[src/rtl/cla_nibble_sequencer.sv]
// Nibble-serial adder/subtractor: one 4-bit carry-lookahead slice walks the operands LSB
// nibble first, one nibble per clock, then reports carry, signed overflow and zero.

module cla4_slice (
    input  logic [3:0] a,
    input  logic [3:0] b,
    input  logic       ci,
    output logic [3:0] s,
    output logic       co
);

    logic [3:0] g;
    logic [3:0] p;
    logic [4:0] c;

    always_comb begin
        g = a & b;
        p = a ^ b;
        c[0] = ci;
        c[1] = g[0] | (p[0] & ci);
        c[2] = g[1] | (p[1] & g[0]) | (p[1] & p[0] & ci);
        c[3] = g[2] | (p[2] & g[1]) | (p[2] & p[1] & g[0]) | (p[2] & p[1] & p[0] & ci);
        c[4] = g[3] | (p[3] & g[2]) | (p[3] & p[2] & g[1]) | (p[3] & p[2] & p[1] & g[0])
             | (p[3] & p[2] & p[1] & p[0] & ci);
        s  = p ^ c[3:0];
        co = c[4];
    end

endmodule

module cla_nibble_sequencer #(
    parameter int unsigned N_NIB = 4
) (
    input  logic               clk,
    input  logic               rst_n,
    input  logic               start,
    input  logic               sub,
    input  logic [4*N_NIB-1:0] a,
    input  logic [4*N_NIB-1:0] b,
    output logic               busy,
    output logic               done,
    output logic [4*N_NIB-1:0] sum,
    output logic               cout,
    output logic               ovf,
    output logic               zero
);

    localparam int unsigned W    = 4 * N_NIB;
    localparam int unsigned IdxW = $clog2(N_NIB);

    typedef enum logic [1:0] {
        StIdle,
        StRun,
        StDone
    } state_e;

    state_e          state_q, state_d;
    logic [W-1:0]    a_q, a_d;
    logic [W-1:0]    b_q, b_d;
    logic [W-1:0]    sum_q, sum_d;
    logic [IdxW-1:0] idx_q, idx_d;
    logic            carry_q, carry_d;
    logic            cout_q, cout_d;
    logic            ovf_q, ovf_d;
    logic            zero_q, zero_d;

    logic [IdxW+1:0] nib_base;
    logic [3:0]      nib_a;
    logic [3:0]      nib_b;
    logic [3:0]      nib_s;
    logic            nib_co;
    logic            last_nib;

    assign nib_base = {idx_q, 2'b00};
    assign nib_a    = a_q[nib_base +: 4];
    assign nib_b    = b_q[nib_base +: 4];
    assign last_nib = (idx_q == IdxW'(N_NIB - 1));

    cla4_slice u_slice (
        .a  (nib_a),
        .b  (nib_b),
        .ci (carry_q),
        .s  (nib_s),
        .co (nib_co)
    );

    always_comb begin
        state_d = state_q;
        a_d     = a_q;
        b_d     = b_q;
        sum_d   = sum_q;
        idx_d   = idx_q;
        carry_d = carry_q;
        cout_d  = cout_q;
        ovf_d   = ovf_q;
        zero_d  = zero_q;

        unique case (state_q)
            StIdle: begin
                if (start) begin
                    a_d     = a;
                    // Subtraction as A + ~B + 1: invert B here, seed the carry with 1.
                    b_d     = sub ? ~b : b;
                    carry_d = sub;
                    idx_d   = '0;
                    sum_d   = '0;
                    cout_d  = 1'b0;
                    ovf_d   = 1'b0;
                    zero_d  = 1'b0;
                    state_d = StRun;
                end
            end
            StRun: begin
                sum_d[nib_base +: 4] = nib_s;
                carry_d = nib_co;
                if (last_nib) begin
                    cout_d  = nib_co;
                    // Carry into the sign bit recovered from its sum bit.
                    ovf_d   = (nib_a[3] ^ nib_b[3] ^ nib_s[3]) ^ nib_co;
                    // Registered here so zero is already valid during the done cycle.
                    zero_d  = (sum_d == '0);
                    state_d = StDone;
                end else begin
                    idx_d = idx_q + IdxW'(1);
                end
            end
            StDone: begin
                state_d = StIdle;
            end
            default: begin
                state_d = StIdle;
            end
        endcase
    end

    always_ff @(posedge clk or negedge rst_n) begin
        if (!rst_n) begin
            state_q <= StIdle;
            a_q     <= '0;
            b_q     <= '0;
            sum_q   <= '0;
            idx_q   <= '0;
            carry_q <= 1'b0;
            cout_q  <= 1'b0;
            ovf_q   <= 1'b0;
            zero_q  <= 1'b0;
        end else begin
            state_q <= state_d;
            a_q     <= a_d;
            b_q     <= b_d;
            sum_q   <= sum_d;
            idx_q   <= idx_d;
            carry_q <= carry_d;
            cout_q  <= cout_d;
            ovf_q   <= ovf_d;
            zero_q  <= zero_d;
        end
    end

    assign busy = (state_q != StIdle);
    assign done = (state_q == StDone);
    assign sum  = sum_q;
    assign cout = cout_q;
    assign ovf  = ovf_q;
    assign zero = zero_q;

endmodule

[config.mk]
export PLATFORM = sky130hd
export DESIGN_NAME = cla_nibble_sequencer
export DESIGN_NICKNAME = d
export VERILOG_FILES = /design/src/rtl/cla_nibble_sequencer.sv
export SDC_FILE = /design/constraint.sdc
export NUM_CORES = 1
export LEC_CHECK = 0
export BUFFER_PORTS_ARGS = -buffer_cell sky130_fd_sc_hd__buf_2
export CORE_ASPECT_RATIO = 0.6
export CORE_MARGIN = 5
export CORE_UTILIZATION = 59
export CTS_CLUSTER_SIZE = 12
export DETAILED_ROUTE_END_ITERATION = 12
export MAX_ROUTING_LAYER = met4
export PLACE_DENSITY = 0.85
export SYNTH_ARGS = -nofsm -noshare
export SYNTH_HDL_FRONTEND = slang
export SYNTH_SLANG_ARGS = --single-unit
export TNS_END_PERCENT = 1
[constraint.sdc]
create_clock -name clk -period 9.1 [get_ports clk]
set_clock_uncertainty 0.2 [all_clocks]
set_input_delay 0.455 -clock clk [delete_from_list [all_inputs] [get_ports clk]]
set_output_delay 0.455 -clock clk [all_outputs]
set_load 0.01 [all_outputs]
==> impl_metrics.json, run 1 <==
{
  "synth_top_area_frac": 0.485,
  "ir_drop_mv": 0.182,
  "critPathBufInv": 1,
  "synth_compound_area_frac": 0.119,
  "p_leak_nw": 1.53,
  "row_count": 19,
  "vias": 2192,
  "critPathMaxFanout": 18,
  "cts_hold_buf": 0,
  "power_density_nw_per_um2": 455,
  "viasPerCell": 5.88,
  "io-pin-count": 57,
  "synth_edf_count": 0,
  "hp-class": "in -> async",
  "clock-sinks": 56,
  "ant_nets": 0,
  "drt_iter0_markers": 190,
  "drv_cap": 0,
  "rsz0062_at_grt": "no",
  "yosys_warnings": 0,
  "routed_wl_mm": 6.58,
  "num-fill-cells": 356,
  "yosys.area_share.simple": 0.106,
  "seq_area_frac_synth": 0.485,
  "pwr-share-comb": 0.573,
  "drt_pass1_iterations": 5,
  "ctsResizeCount": 0,
  "syn-num-nets": 305,
  "cp_data_arrival_time_ps": 3320,
  "crit_path_end_kind": "flip-flop",
  "synthCells": 257,
  "post-route-cell-area_um2": 3330,
  "yosysUniqueCellTypes": 42,
  "drv_slew": 0,
  "antenna_found_initial": 0,
  "fmax_ghz": 0.307,
  "fin_crit_sh": 0.358,
  "clk_pin_slew_ps": 110,
  "grt_usage": 0.227,
  "grt_pass1_vias": 2166,
  "mappedNetlistArea_um2": 2890,
  "synth-xor-area-share": 0.0636,
  "routabilityCongestion": 0.913,
  "finalSetupViolCount": 0,
  "design.die.area_um2": 6450,
  "outcome": "complete, no violations",
  "critPathLaunchType": "flip-flop",
  "post-route-min-period_ps": 3260,
  "diodes": 0,
  "synth.area.top_cells": "dfrtp_1 (48%), mux2_2 (6.6%), mux4_2 (6.2%)",
  "drive_gt1_frac": 0.313,
  "htree_levels": 2,
  "route.detailed.drc": 0,
  "io_buffers": 56,
  "worst_slew_pin_slew_ps": 778,
  "finalHoldViolations": 0,
  "slowest_delay_ps": 860,
  "worstSetupPathType": "reg -> reg",
  "clk_latency_ps": 320,
  "grt_pass1_wl_mm": 11.0,
  "synthArstFlopShare": 1.00,
  "nets": 357,
  "seqPwrFrac": 0.308,
  "synth_flop_cell": "dfrtp_1",
  "synthMuxAreaShare": 0.135,
  "cts_setup_buffers": 0,
  "initial_utilization": 0.621,
  "cp.required_ps": 9160,
  "synth.avg_cell_area_um2": 11.3,
  "cts_tree": "yes",
  "clkPwrFrac": 0.119,
  "slowest_stage": "dfrtp_1",
  "grt_overflow": 0,
  "clock_path_buffers": 2,
  "yosysTopAreaCell": "dfrtp_1",
  "path_delay_family": "flip-flops",
  "clock-root-buffer": "clkbuf_8",
  "design.core.area_um2": 4660,
  "grt_start_max_net_pins": 59,
  "multiInputGateArea_um2": 1390,
  "final.setup.tns_ps": 0,
  "cts_buffers": 5,
  "dpl_cell_area_um2": 3200,
  "routedWlPerCell_um": 17.6,
  "syn_to_final_growth_pct": 15.1,
  "synth_adder_area_share": 0.0545,
  "switching_share": 0.448,
  "chipWidth_um": 100,
  "crit_chain": "mux4_2 -> fa_1 -> inv_1 -> a2bb2oi_1 -> o2111ai_1 -> nor4b_2 -> a22o_1",
  "die_height_um": 64.2,
  "p_int_mw": 0.836,
  "synth_top_family_by_area": "multiplexers",
  "hpwlAfterDp_mm": 4.71,
  "switchingPower_mw": 0.679,
  "max_slew_margin": 0.481,
  "regArea_um2": 1400,
  "yosys_register_bits": 56
}
## worst register-to-register path: cells and delay by family, from the launching register on
family,cells,cell delay [ps]
AO/OA/AOI/OAI,3,540
adder cells (fa/ha/maj),1,590
buffers and inverters,1,100
flip-flops,1,860
multiplexers,1,660
AND/OR/NAND/NOR,1,250
## through the flow
stage | hold slack (ps) | util | worst slack (ps) | cells | total power [mW]
CTS | 91.4 | 0.714 | 5850 | 373 | 1.50
global route | 125 | 0.714 | 5660 | 373 | 1.62
global placement | 286 | 0.687 | 5960 | 365 | 1.27
finish | 58.5 | 0.714 | 5840 | 373 | 1.52
floorplan | -40.6 | - | 6210 | 257 | 1.08
detailed placement | 295 | 0.687 | 5910 | 365 | 1.31
## synthesized netlist by cell type, types with 2 or more instances
| cell type | number |
|---|---|
| a31oi_1 | 2 |
| ha_1 | 11 |
| nand2_1 | 19 |
| buf_4 | 3 |
| inv_1 | 9 |
| mux2i_1 | 2 |
| o22ai_1 | 3 |
| dfrtp_1 | 56 |
| nor4_1 | 2 |
| a32o_1 | 3 |
| buf_2 | 8 |
| xor2_1 | 2 |
| a22o_1 | 3 |
| mux2_2 | 17 |
| mux4_2 | 8 |
| clkbuf_1 | 2 |
| nand2b_1 | 2 |
| a21oi_1 | 23 |
| o21ai_2 | 2 |
| nor3_1 | 3 |
| nor2b_1 | 3 |
| o21ai_0 | 10 |
| xnor2_1 | 19 |
| nor2_1 | 27 |
## cell type report
type,instances,share of cell area
inverter,9,0.0102
sequential,56,0.421
tap,63,0.0237
clock buffer,7,0.0290
multi-input combinational,179,0.418
clock inverter,1,0.00903
timing repair buffer,58,0.0888
## state kept, by name, summed over array words and instances (netlist names)
| signal | count |
|---|---|
| a_q | 16 |
| b_q | 16 |
| carry_q | 1 |
| cout | 1 |
| idx_q | 2 |
| ovf | 1 |
| state_q | 2 |
| sum | 16 |
| zero | 1 |
## layout by cell type, fill, tap and decap left out, types with 7 or more instances in the layout
master and n:
dfrtp_1 56, buf_2 56, nor2_1 27, a21oi_1 23, xnor2_1 19, nand2_1 19, mux2_2 17, ha_1 11
o21ai_0 10, inv_1 9, mux4_2 8, clkbuf_8 7
## worst paths after layout
path / start / endpoint / slack (ps) / depth (start not counted)
worst min-delay path: rst_n / a_q[4] / 60 / 2
min in group clk: a[15] / a_q[15] / 160 / 2
worst min register to register: ovf / ovf / 310 / 2
worst max-delay path: idx_q[0] / zero / 5840 / 7
worst max register to register: idx_q[0] / zero / 5840 / 7
max in group asynchronous: rst_n / sum[8] / 8180 / 2
## layer usage
layer	global-route usage	part of all wire	vias up
li1	-	-	1007
met1	0.336	0.47	1072
met2	0.303	0.40	103
met3	0.0674	0.11	10
met4	0.0571	0.013	0
met5	-	0	-
## cell families after synthesis
group | after synthesis
adders and majority gates | 12
AOI/OAI and AO/OA | 55
and+or+nand+nor | 64
muxes | 27
buffers and inverters | 22
DFF | 56
xor gates and xnor gates | 21
## power by group through the flow
stage	clock, mW	combinational (mW)	sequential, mW
after floorplan	0	0.643	0.441
after global placement	0	0.805	0.465
after detailed placement	0	0.842	0.469
after CTS	0.179	0.852	0.466
after global routing	0.190	0.948	0.486
final	0.180	0.868	0.467
Note: power is estimated with default switching activity, not from simulation.
==> run 2, diff against run 1 <==
--- a/config.mk
+++ b/config.mk
@@ -8,11 +8,11 @@
 export BUFFER_PORTS_ARGS = -buffer_cell sky130_fd_sc_hd__buf_2
 export CORE_ASPECT_RATIO = 0.6
 export CORE_MARGIN = 5
-export CORE_UTILIZATION = 59
+export CORE_UTILIZATION = 55
 export CTS_CLUSTER_SIZE = 12
 export DETAILED_ROUTE_END_ITERATION = 12
 export MAX_ROUTING_LAYER = met4
-export PLACE_DENSITY = 0.85
+export PLACE_DENSITY = 0.8
 export SYNTH_ARGS = -nofsm -noshare
 export SYNTH_HDL_FRONTEND = slang
 export SYNTH_SLANG_ARGS = --single-unit
==> constraint.sdc (replaced) <==
create_clock -name clk -period 3.24 [get_ports clk]
set_clock_uncertainty 0.2 [all_clocks]
set_input_delay 0.162 -clock clk [delete_from_list [all_inputs] [get_ports clk]]
set_output_delay 0.162 -clock clk [all_outputs]
set_load 0.01 [all_outputs]
==> run 2 against run 1 <==
  * Design area up 10%
  * Register-to-register slack worse by 5500 ps
  * Sequential share of layout area down 3.9 points
  * Setup slack worse by 5500 ps
  * Clock power up 110%
  * Sequential power rose to 2.8 times the previous value
  * Clock-buffer cell count down 2
  * Total power rose to 2.7 times the previous value
  * Highest routed layer unchanged
  * Flip-flop and latch count unchanged
  * Via count up 4.5%
  * Non-clock buffer count up 38
==> impl_metrics.json, run 2 (synthesized netlist as in run 1, its figures left out) <==
{
  "outcome": "complete, no violations",
  "final.setup.tns_ps": 0,
  "worst_slew_pin_slew_ps": 919,
  "grt_usage": 0.225,
  "cp.required_ps": 3300,
  "row_count": 20,
  "syn_to_final_growth_pct": 26.8,
  "post-route-min-period_ps": 2890,
  "clock_path_buffers": 2,
  "fin_crit_sh": 0.892,
  "slowest_delay_ps": 710,
  "routabilityCongestion": 0.909,
  "dpl_cell_area_um2": 3240,
  "clock-sinks": 56,
  "io-pin-count": 57,
  "drt_iter0_markers": 114,
  "pre_cts_ws_ps": 251,
  "worstSetupPathType": "reg -> reg",
  "critPathBufInv": 1,
  "hp-class": "in -> reg",
  "final_core_util": 0.722,
  "holdWs_ps": 166,
  "max_slew_margin": 0.388,
  "drt_pass1_iterations": 5,
  "most-common-layout-cells": "buf_2 (56), dfrtp_1 (55), dlygate4sd3_1 (33)",
  "layout_setup_ws_ps": 350,
  "die_height_um": 66.2,
  "routedWlPerCell_um": 16.9,
  "grt_start_max_net_pins": 42,
  "design.die.area_um2": 6860,
  "vias": 2291,
  "drive_gt1_frac": 0.296,
  "power_density_nw_per_um2": 1130,
  "htree_levels": 2,
  "hpwlAfterDp_mm": 4.76,
  "crit_path_end_kind": "flip-flop",
  "p_leak_nw": 1.66,
  "route.detailed.drc": 0,
  "ant_nets": 0,
  "fmax_ghz": 0.346,
  "nets": 395,
  "design.core.area_um2": 5080,
  "final_common_cell": "buf_2",
  "grt_overflow": 0,
  "clk_pin_slew_ps": 110,
  "drv_cap": 0,
  "diodes": 0,
  "initial_utilization": 0.569,
  "num-fill-cells": 369,
  "finalSetupViolCount": 0,
  "cp_data_arrival_time_ps": 2950,
  "cts_buffers": 5,
  "post-route-cell-area_um2": 3670,
  "finalHoldViolations": 0,
  "io_buffers": 56,
  "critPathLaunchType": "flip-flop",
  "cts_setup_buffers": 0,
  "chipWidth_um": 104,
  "antenna_found_initial": 0,
  "drv_slew": 0,
  "clock-root-buffer": "clkbuf_8",
  "routed_wl_mm": 6.99,
  "viasPerCell": 5.53,
  "path_delay_family": "flip-flops",
  "grt_pass1_vias": 2331,
  "rsz0062_at_grt": "no",
  "grt_pass1_wl_mm": 11.9,
  "ir_drop_mv": 0.430,
  "crit_chain": "mux4_2 -> fa_1 -> inv_1 -> a2bb2oi_1 -> o2111ai_1 -> nor4b_2 -> a22o_1",
  "clk_latency_ps": 310,
  "critPathMaxFanout": 12,
  "slowest_stage": "dfrtp_1",
  "cts_tree": "yes"
}
==> run 2: through the flow <==
stage,power [mW],instances
2_1_floorplan,3.04,257
3_3_place_gp,3.61,373
3_5_place_dp,3.68,373
4_1_cts,4.12,414
5_1_grt,4.47,414
6_report,4.16,414
==> run 2: report_power, final <==
| group | total, mW | switching (mW) | internal (mW) |
|---|---|---|---|
| sequential | 1.29 | 0.267 | 1.02 |
| clock | 0.385 | 0.231 | 0.154 |
| combinational | 2.48 | 1.38 | 1.11 |
| total | 4.16 | 1.87 | 2.28 |
==> run 2: metal layers <==
| metal | global-route usage | vias up | routed length [um] |
|---|---|---|---|
| met1 | 0.316 | 1108 | 3400 |
| met2 | 0.338 | 88 | 3000 |
| met5 | - | - | 0 |
| li1 | - | 1090 | - |
| met4 | 0.0278 | 0 | 29 |
| met3 | 0.0624 | 5 | 557 |
==> run 2: final cells by class <==
type / instances / area, um2 / share of cell area
flip-flops and latches: 56 / 1400 / 0.383
repair buffers: 96 / 663 / 0.181
well taps: 66 / 82.6 / 0.0225
inverters: 9 / 33.8 / 0.00922
clock buffers: 5 / 68.8 / 0.0188
multi-input cells: 179 / 1390 / 0.380
clock inverters: 3 / 23.8 / 0.00648
==> run 2: worst min-delay path, delay by kind of cell <==
family,cells,cell delay (ps)
AO/OA/AOI/OAI,1,100
buffers and inverters,1,250
AND/OR/NAND/NOR,1,110
==> run 2: what timing repair did <==
| action | 4_1_cts | 5_1_grt |
|---|---|---|
| hold endpoints to repair | 71 | 0 |
| hold buffers | 33 | 0 |
| resized for setup | 0 | 1 |
| setup endpoints to repair | 0 | 1 |
==> run 2: path summary, 6_finish.rpt <==
path,start,end,slack (ps),cells past startpoint
setup / recovery,idx_q[1],zero,350,7
hold / removal,sub,carry_q,170,3
setup reg to reg,idx_q[1],zero,350,7
hold reg to reg,ovf,ovf,310,2
max in group asynchronous,rst_n,b_q[8],1820,3
min in group asynchronous,rst_n,a_q[12],320,2
